**src/rtl/seg7_pair_decoder.sv**
```systemverilog
// Display readback monitor: recovers 0..15 from a pair of active-low 7-segment digits
// once the synchronised pattern has held stable, flagging undecodable glyph pairs.

module seg7_pair_decoder #(
    parameter int STABLE_CYCLES = 4,
    parameter int ERR_W         = 8
) (
    input  logic             clk,
    input  logic             rst_n,
    input  logic [6:0]       seg_tens,
    input  logic [6:0]       seg_units,
    output logic [3:0]       out_value,
    output logic             out_valid,
    input  logic             out_ready,
    output logic             err_pulse,
    output logic [ERR_W-1:0] err_count,
    output logic             overflow,
    input  logic             clr
);

    localparam logic [13:0] BLANK    = 14'h3FFF;
    localparam logic [7:0]  STABLE_N = 8'(STABLE_CYCLES);

    typedef enum logic [1:0] {WAIT, SETTLE, COMMIT} state_t;

    state_t             state_q;
    logic [13:0]        sync1_q, sync2_q, last_q, cand_q;
    logic [7:0]         cnt_q;
    logic [3:0]         outValue_q, outValue_d;
    logic               outValid_q, outValid_d;
    logic               overflow_q, overflow_d;
    logic               errPulse_q;
    logic [ERR_W-1:0]   errCount_q, errCount_d;

    logic [4:0]         tensD, unitsD;
    logic [6:0]         sum;
    logic               candOk, commitLive, deliver, invalid;

    // Returns {is_glyph, digit}; anything outside the ten glyphs is not a digit.
    function automatic logic [4:0] glyphDigit(input logic [6:0] g);
        case (g)
            7'b0000001: return {1'b1, 4'd0};
            7'b1001111: return {1'b1, 4'd1};
            7'b0010010: return {1'b1, 4'd2};
            7'b0000110: return {1'b1, 4'd3};
            7'b1001100: return {1'b1, 4'd4};
            7'b0100100: return {1'b1, 4'd5};
            7'b0100000: return {1'b1, 4'd6};
            7'b0001111: return {1'b1, 4'd7};
            7'b0000000: return {1'b1, 4'd8};
            7'b0000100: return {1'b1, 4'd9};
            default:    return 5'd0;
        endcase
    endfunction

    // Range check happens on the full sum before truncating to the 4-bit result.
    always_comb begin
        tensD      = glyphDigit(cand_q[13:7]);
        unitsD     = glyphDigit(cand_q[6:0]);
        sum        = 7'(tensD[3:0]) * 7'd10 + 7'(unitsD[3:0]);
        candOk     = tensD[4] && unitsD[4] && (tensD[3:0] <= 4'd1) && (sum <= 7'd15);
        commitLive = (state_q == COMMIT) && (cand_q != BLANK);
        deliver    = commitLive && candOk;
        invalid    = commitLive && !candOk;
    end

    // A delivery into a full, stalled register is dropped; a same-cycle transfer frees the slot.
    always_comb begin
        outValid_d = outValid_q;
        outValue_d = outValue_q;
        overflow_d = clr ? 1'b0 : overflow_q;
        errCount_d = clr ? '0 : errCount_q;
        if (outValid_q && out_ready) begin
            outValid_d = 1'b0;
        end
        if (deliver) begin
            if (!outValid_q || out_ready) begin
                outValid_d = 1'b1;
                outValue_d = sum[3:0];
            end else begin
                overflow_d = 1'b1;
            end
        end
        if (invalid && (errCount_d != {ERR_W{1'b1}})) begin
            errCount_d = errCount_d + ERR_W'(1);
        end
    end

    always_ff @(posedge clk or negedge rst_n) begin
        if (!rst_n) begin
            sync1_q    <= BLANK;
            sync2_q    <= BLANK;
            last_q     <= BLANK;
            cand_q     <= BLANK;
            cnt_q      <= 8'd0;
            state_q    <= WAIT;
            outValue_q <= 4'd0;
            outValid_q <= 1'b0;
            overflow_q <= 1'b0;
            errPulse_q <= 1'b0;
            errCount_q <= '0;
        end else begin
            sync1_q    <= {seg_tens, seg_units};
            sync2_q    <= sync1_q;
            outValue_q <= outValue_d;
            outValid_q <= outValid_d;
            overflow_q <= overflow_d;
            errPulse_q <= invalid;
            errCount_q <= errCount_d;
            case (state_q)
                WAIT: begin
                    if (sync2_q != last_q) begin
                        cand_q  <= sync2_q;
                        cnt_q   <= 8'd1;
                        state_q <= SETTLE;
                    end
                end
                SETTLE: begin
                    if (sync2_q != cand_q) begin
                        cand_q <= sync2_q;
                        cnt_q  <= 8'd1;
                    end else if (cnt_q >= STABLE_N) begin
                        state_q <= COMMIT;
                    end else begin
                        cnt_q <= cnt_q + 8'd1;
                    end
                end
                COMMIT: begin
                    last_q  <= cand_q;
                    state_q <= WAIT;
                end
                default: state_q <= WAIT;
            endcase
        end
    end

    assign out_value = outValue_q;
    assign out_valid = outValid_q;
    assign overflow  = overflow_q;
    assign err_pulse = errPulse_q;
    assign err_count = errCount_q;

endmodule
```
**config.mk**
```make
export PLATFORM = sky130hd
export DESIGN_NAME = seg7_pair_decoder
export DESIGN_NICKNAME = d
export VERILOG_FILES = /design/src/rtl/seg7_pair_decoder.sv
export SDC_FILE = /design/constraint.sdc
export NUM_CORES = 1
export LEC_CHECK = 0
export ABC_AREA = 1
export CAP_MARGIN = 20
export CELL_PAD_IN_SITES_DETAIL_PLACEMENT = 1
export CELL_PAD_IN_SITES_GLOBAL_PLACEMENT = 1
export CORE_MARGIN = 5
export CORE_UTILIZATION = 48
export CTS_CLUSTER_DIAMETER = 80
export DETAILED_ROUTE_END_ITERATION = 12
export GPL_ROUTABILITY_DRIVEN = 1
export PLACE_DENSITY_LB_ADDON = 0.1
export SLEW_MARGIN = 10
export SYNTH_ARGS = -nofsm -noshare
export SYNTH_HDL_FRONTEND = slang
export SYNTH_SLANG_ARGS = --single-unit
```
**constraint.sdc**
```tcl
create_clock -name clk -period 8.4 [get_ports clk]
set_input_delay 1.68 -clock clk [delete_from_list [all_inputs] [get_ports clk]]
set_output_delay 1.68 -clock clk [all_outputs]
set_load 0.005 [all_outputs]
```
==> flow_metrics.tcl, run 1 <==
set metrics [dict create \
    status "completed" \
    clkTransAtPathRegs_ps 100 \
    synth_largest_area_cell "dfstp_2" \
    timing.rr.start "cand_q[7]" \
    cts_buffers 9 \
    critPathBufInv 3 \
    layout-drive-gt1-share 0.214 \
    fin_area_sq_um 4950 \
    peakVddDrop_mv 0.116 \
    die_x_um 105 \
    synth-seq-cells 81 \
    cp.required_ps 8640 \
    synth_cell_type_count 37 \
    finalWirelength_um 10200 \
    ys.warnings.count 0 \
    cellLeakagePower_nw 2.31 \
    dr.first_iter.drc_count 85 \
    cts-htree-levels 3 \
    fin_skew_ps 15.9 \
    fmaxAchievable_mhz 272 \
    syn_area_per_cell_sq_um 8.31 \
    setup_slack_ps 4720 \
    crit_end "err_count[5]" \
    io_pins 33 \
    tns_ps 0 \
    crit_path_start_kind "flip-flop" \
    post-route-util 0.568 \
    clock_latency_ps 360 \
    placed_cell_area_sq_um 4720 \
    cpMaxStageDelayCell "dfstp_2" \
    maxSlewHeadroom 0.348 \
    initial_core_util 0.495 \
    netlist.area_leader.share 0.341 \
    period_needed_ps 3680 \
    worstSetupEndpointType "flip-flop" \
    path_max_fanout 9 \
    synth-edff-count 0 \
    hold_violations 0 \
    min_path_type "reg2reg" \
    drv_cap 0 \
    dieArea_sq_um 11000 \
    r2r_slack_ps 4720 \
    grt_pass1_vias 3860 \
    cts_resized 0 \
    placed_cells 652 \
    core_sq_um 8720 \
    io_buffers 32 \
    stdcell_count 668 \
    r2r_end "err_count[5]" \
    rsz0062_at_grt "no" \
    synthCells 519 \
    vias 3481 \
    setup_viol 0 \
    yosys-top-cells-area "dfstp_2 (34%), dfrtp_1 (15%), nand2_1 (13%)" \
    ys.flop_type "dfstp_2" \
    worst_slew_pin_slew_ps 977 \
    cts_tree "yes" \
    drtPass1Iterations 4 \
    diodes 0 \
    cp_common_cell "nand2_1" \
    crit_chain "inv_1 > nand2_1 > nor2_1 > nand2_2 > nand2_1 > nor2_1 > inv_1 > ha_1 > ha_1 > inv_1 > fa_1 > nor2_1 > nand4_1 > nand2_1 > nand3_1 > nand2_1 > nor2_2 > nand2_4 > nand3_4 > nand2_1 > nand2_1" \
    vias_per_cell 5.21 \
    startpoint "cand_q[7]" \
    pre_cts_slack_ps 4550 \
    die-height_um 105 \
    r2r_cells 21 \
    antenna_left 0 \
    grt_first_pass_wirelength_um 17800 \
    dp_hpwl_um 7340 \
    slowest_delay_ps 650 \
    synth.most_common_cell "nand2_1" \
    syn_nets 548 \
    finalCritPeriodShare 0.438 \
    path_class "reg2reg" \
    fin_nets 584 \
    critical_path_depth 21 \
    clock-sinks 81 \
    synthArstFlopShare 1.00 \
    clock_path_buffers 2 \
    fin_hold_ws_ps 355 \
    gp_congestion 0.825 \
    netlist_area_sq_um 4310 \
    cts_root_buffer "clkbuf_8" \
    area_delta_synth_final_pct 14.8 \
    cts_hold_buf 0 \
    power_density_nw_per_um2 161 \
    grt_start_max_net_pins 82 \
    antenna_found_initial 0 \
    drc 0 \
    path_delay_family "simple AND/OR/NAND/NOR gates" \
    arrival_ps 3920 \
    total_power_mw 0.796 \
    row_count 34 \
    yosysSeqAreaShare 0.486 \
    maxSlewViolCount 0 \
    wire_per_inst_um 15.3 \
    synth_common_cells "nand2_1 (155), nor2_1 (58), dfstp_2 (56)" \
    post-cts-setup-buffers 0 \
    grt_overflow 0 \
    track_usage 0.197 \
]
[state kept, by name, summed over array words and instances (netlist names)]
register / count
overflow: 1
last_q: 14
cand_q: 14
err_pulse: 1
state_q: 2
cnt_q: 8
err_count: 8
out_valid: 1
sync1_q: 14
out_value: 4
sync2_q: 14
[layout by cell type, fill, tap and decap left out, types with 2 or more instances in the layout]
cell             count
nor2_1              58
nor2_4               2
clkbuf_8             9
fa_1                 2
dfstp_2             56
a21oi_1              7
o21ai_2             13
nand4_1             26
o21ai_0             16
xor2_1              13
nand3_2              2
clkdlybuf4s50_1     31
nand2_4              3
nand2_1            155
nor2_2               7
ha_1                 9
nand2_2              5
nand3_1             19
inv_2               10
inv_1               53
dfrtp_1             25
nor3_1               9
xnor2_1              9
inv_6                3
[area by class of cell]
class	count	area (sq um)
inverters	64	240
clock inverters	6	81.3
well taps	108	135
fillers	1058	3770
multi-input cells	367	1930
repair buffers	32	318
clock buffers	10	149
flip-flops and latches	81	2100
[how the worst min path moves through the flow]
stage / end / from / depth (start not counted) / slack (ps)
2_1_floorplan: sync2_q[0] / sync1_q[0] / 0 / 350
3_3_place_gp: sync2_q[4] / sync1_q[4] / 0 / 350
3_5_place_dp: sync2_q[4] / sync1_q[4] / 0 / 350
4_1_cts: sync2_q[11] / sync1_q[11] / 0 / 360
5_1_grt: sync2_q[4] / sync1_q[4] / 0 / 360
6_report: sync2_q[11] / sync1_q[11] / 0 / 360
[worst reg2reg max path: cells and delay by family (launching register included)]
| kind | cells | cell delay (ps) |
|---|---|---|
| fa+ha+maj | 3 | 970 |
| buf+inv | 3 | 330 |
| flops | 1 | 650 |
| simple gates | 15 | 1600 |
[per-layer routing]
layer | GRT usage | vias up | routed length, um
met5 | 0 | - | 0
met4 | 0.0658 | 0 | 163
met3 | 0.0388 | 19 | 277
met2 | 0.349 | 48 | 5200
met1 | 0.239 | 1699 | 4550
li1 | - | 1715 | -
[power breakdown]
group,switching [mW],internal [mW]
Clock,0.160,0.162
Sequential,0.0117,0.409
Combinational,0.0332,0.0204
[kinds of logic (layout without fill, tap and decap cells)]
group,count (synthesis),after routing,share of synthesized area
compound gates,38,38,0.0560
xor+xnor,22,22,0.0447
flops,81,81,0.486
fa+ha+maj,11,11,0.0354
buf+inv,71,112,0.0661
simple gates,296,296,0.312
(Power assumes the default switching activity.)
==> inputs of run 2 (changes only) <==
CORE_UTILIZATION = 44   (was 48)
clock period = 3.6 ns   (was 8.4 ns; I/O delays follow)
==> run 2 against run 1 <==
Combinational power grew to 2.6 times the previous value. Flip-flop and latch count stayed put. Clock-buffer cell count fell by 1. Core utilization shrank 3.7 points. Critical endpoint is now err_count[4]. Largest cell class unchanged. First-iteration DRC count grew 89%. Highest routed layer unchanged. Global-route usage is 1.2 points lower. Routed wire length down 0.93%. Hold slack lost 160 ps.
==> flow_metrics.tcl, run 2 (same netlist as run 1, synthesis figures left out) <==
set metrics [dict create \
    cts_tree "yes" \
    maxSlewHeadroom 0.573 \
    startpoint "cand_q[13]" \
    fin_area_sq_um 5140 \
    slowest_delay_ps 600 \
    status "completed" \
    fin_skew_ps 19.4 \
    fmaxAchievable_mhz 297 \
    diodes 0 \
    gp_congestion 0.818 \
    drc 0 \
    finalCritPeriodShare 0.935 \
    io_buffers 32 \
    nFillCells 1170 \
    grt_start_max_net_pins 82 \
    final_common_cell "nand2_1" \
    clock_path_buffers 2 \
    grt_first_pass_wirelength_um 17200 \
    antenna_found_initial 0 \
    track_usage 0.185 \
    crit_path_start_kind "flip-flop" \
    worst_slew_pin_slew_ps 639 \
    min_path_type "in2async" \
    clock-sinks 81 \
    path_class "reg2reg" \
    placed_cell_area_sq_um 4770 \
    dp_hpwl_um 7300 \
    die_x_um 109 \
    power_density_nw_per_um2 358 \
    wire_per_inst_um 14.2 \
    finalWirelength_um 10100 \
    vias_per_cell 4.93 \
    clock_latency_ps 370 \
    critPathBufInv 4 \
    period_needed_ps 3370 \
    maxSlewViolCount 0 \
    cp_common_cell "nand2_1" \
    core_sq_um 9680 \
    cts_hold_buf 0 \
    hold_violations 0 \
    cellLeakagePower_nw 2.39 \
    path_delay_family "simple AND/OR/NAND/NOR gates" \
    cts_buffers 9 \
    stdcell_count 710 \
    cpMaxStageDelayCell "dfstp_2" \
    cp.required_ps 3910 \
    crit_chain "inv_2 > nand2_1 > nor2_1 > nand2_1 > nand2_1 > nor2_2 > inv_2 > ha_1 > ha_1 > inv_1 > fa_1 > nor2_2 > nand4_1 > nand2_2 > inv_1 > nand2_2 > nand2_2 > nor2_4 > nand2_4 > nand3_4 > nand2_1 > nand2_1" \
    drtPass1Iterations 4 \
    layout-drive-gt1-share 0.251 \
    grt_overflow 0 \
    clkTransAtPathRegs_ps 100 \
    fin_nets 601 \
    timing.rr.start "cand_q[13]" \
    path_max_fanout 8 \
    vias 3497 \
    antenna_left 0 \
    area_delta_synth_final_pct 19.1 \
    peakVddDrop_mv 0.202 \
    cts_root_buffer "clkbuf_8" \
    drv_cap 0 \
    arrival_ps 3670 \
    worstSetupEndpointType "flip-flop" \
    setup_viol 0 \
    row_count 36 \
    dr.first_iter.drc_count 161 \
    io_pins 33 \
    initial_core_util 0.445 \
    placed_cells 679 \
    cts-htree-levels 3 \
    dieArea_sq_um 11900 \
    die-height_um 109 \
    grt_pass1_vias 3708 \
    final_cell_mix "nand2_1 (152), nor2_1 (56), dfstp_2 (56), inv_1 (52), clkdlybuf4s50_1 (31)" \
]
run 2: what timing repair did:
action / in CTS / in global routing
setup endpoints to repair: 0 / 15
buffers inserted: 0 / 13
gates resized for setup: 0 / 11
run 2: layout make-up:
cell class,count,area (sq um),area share
sequential,81,2100,0.408
clock inverter,7,81.3,0.0158
multi-input combinational,368,1970,0.383
inverter,64,240,0.0468
tap,133,166,0.0324
timing repair buffer,48,458,0.0892
clock buffer,9,124,0.0241
run 2: worst paths after layout:
kind | endpoint | slack [ps] | cells after the start
min in group clk | sync2_q[2] | 360 | 0
min reg2reg | sync2_q[2] | 360 | 0
max in group asynchronous | cand_q[11] | 2760 | 2
min | out_value[1] | 200 | 1
max | err_count[4] | 230 | 22
max reg2reg | err_count[4] | 230 | 22
run 2: metal layers:
layer | GRT usage | part of all wire | up-vias
met4 | 0.0640 | 0.014 | 0
met3 | 0.0320 | 0.020 | 10
li1 | - | - | 1747
met5 | 0 | 0 | -
met2 | 0.319 | 0.50 | 25
met1 | 0.233 | 0.46 | 1715
run 2: per-stage QoR:
step / util / total power [mW] / TNS (ps) / setup slack (ps) / hold slack, ps
floorplan: - / 1.06 / 0 / 434 / 345
global placement: 0.492 / 1.12 / 0 / 263 / 346
detailed placement: 0.492 / 1.12 / 0 / 90.1 / 347
CTS: 0.513 / 1.86 / 0 / 52.9 / 360
global route: 0.530 / 1.93 / -12.1 / -8.82 / 191
finish: 0.530 / 1.84 / 0 / 234 / 197
run 2: report_power, final:
part	switching (mW)	internal, mW
combinational	0.0817	0.0578
sequential	0.0261	0.955
clock	0.385	0.335
total	0.493	1.35
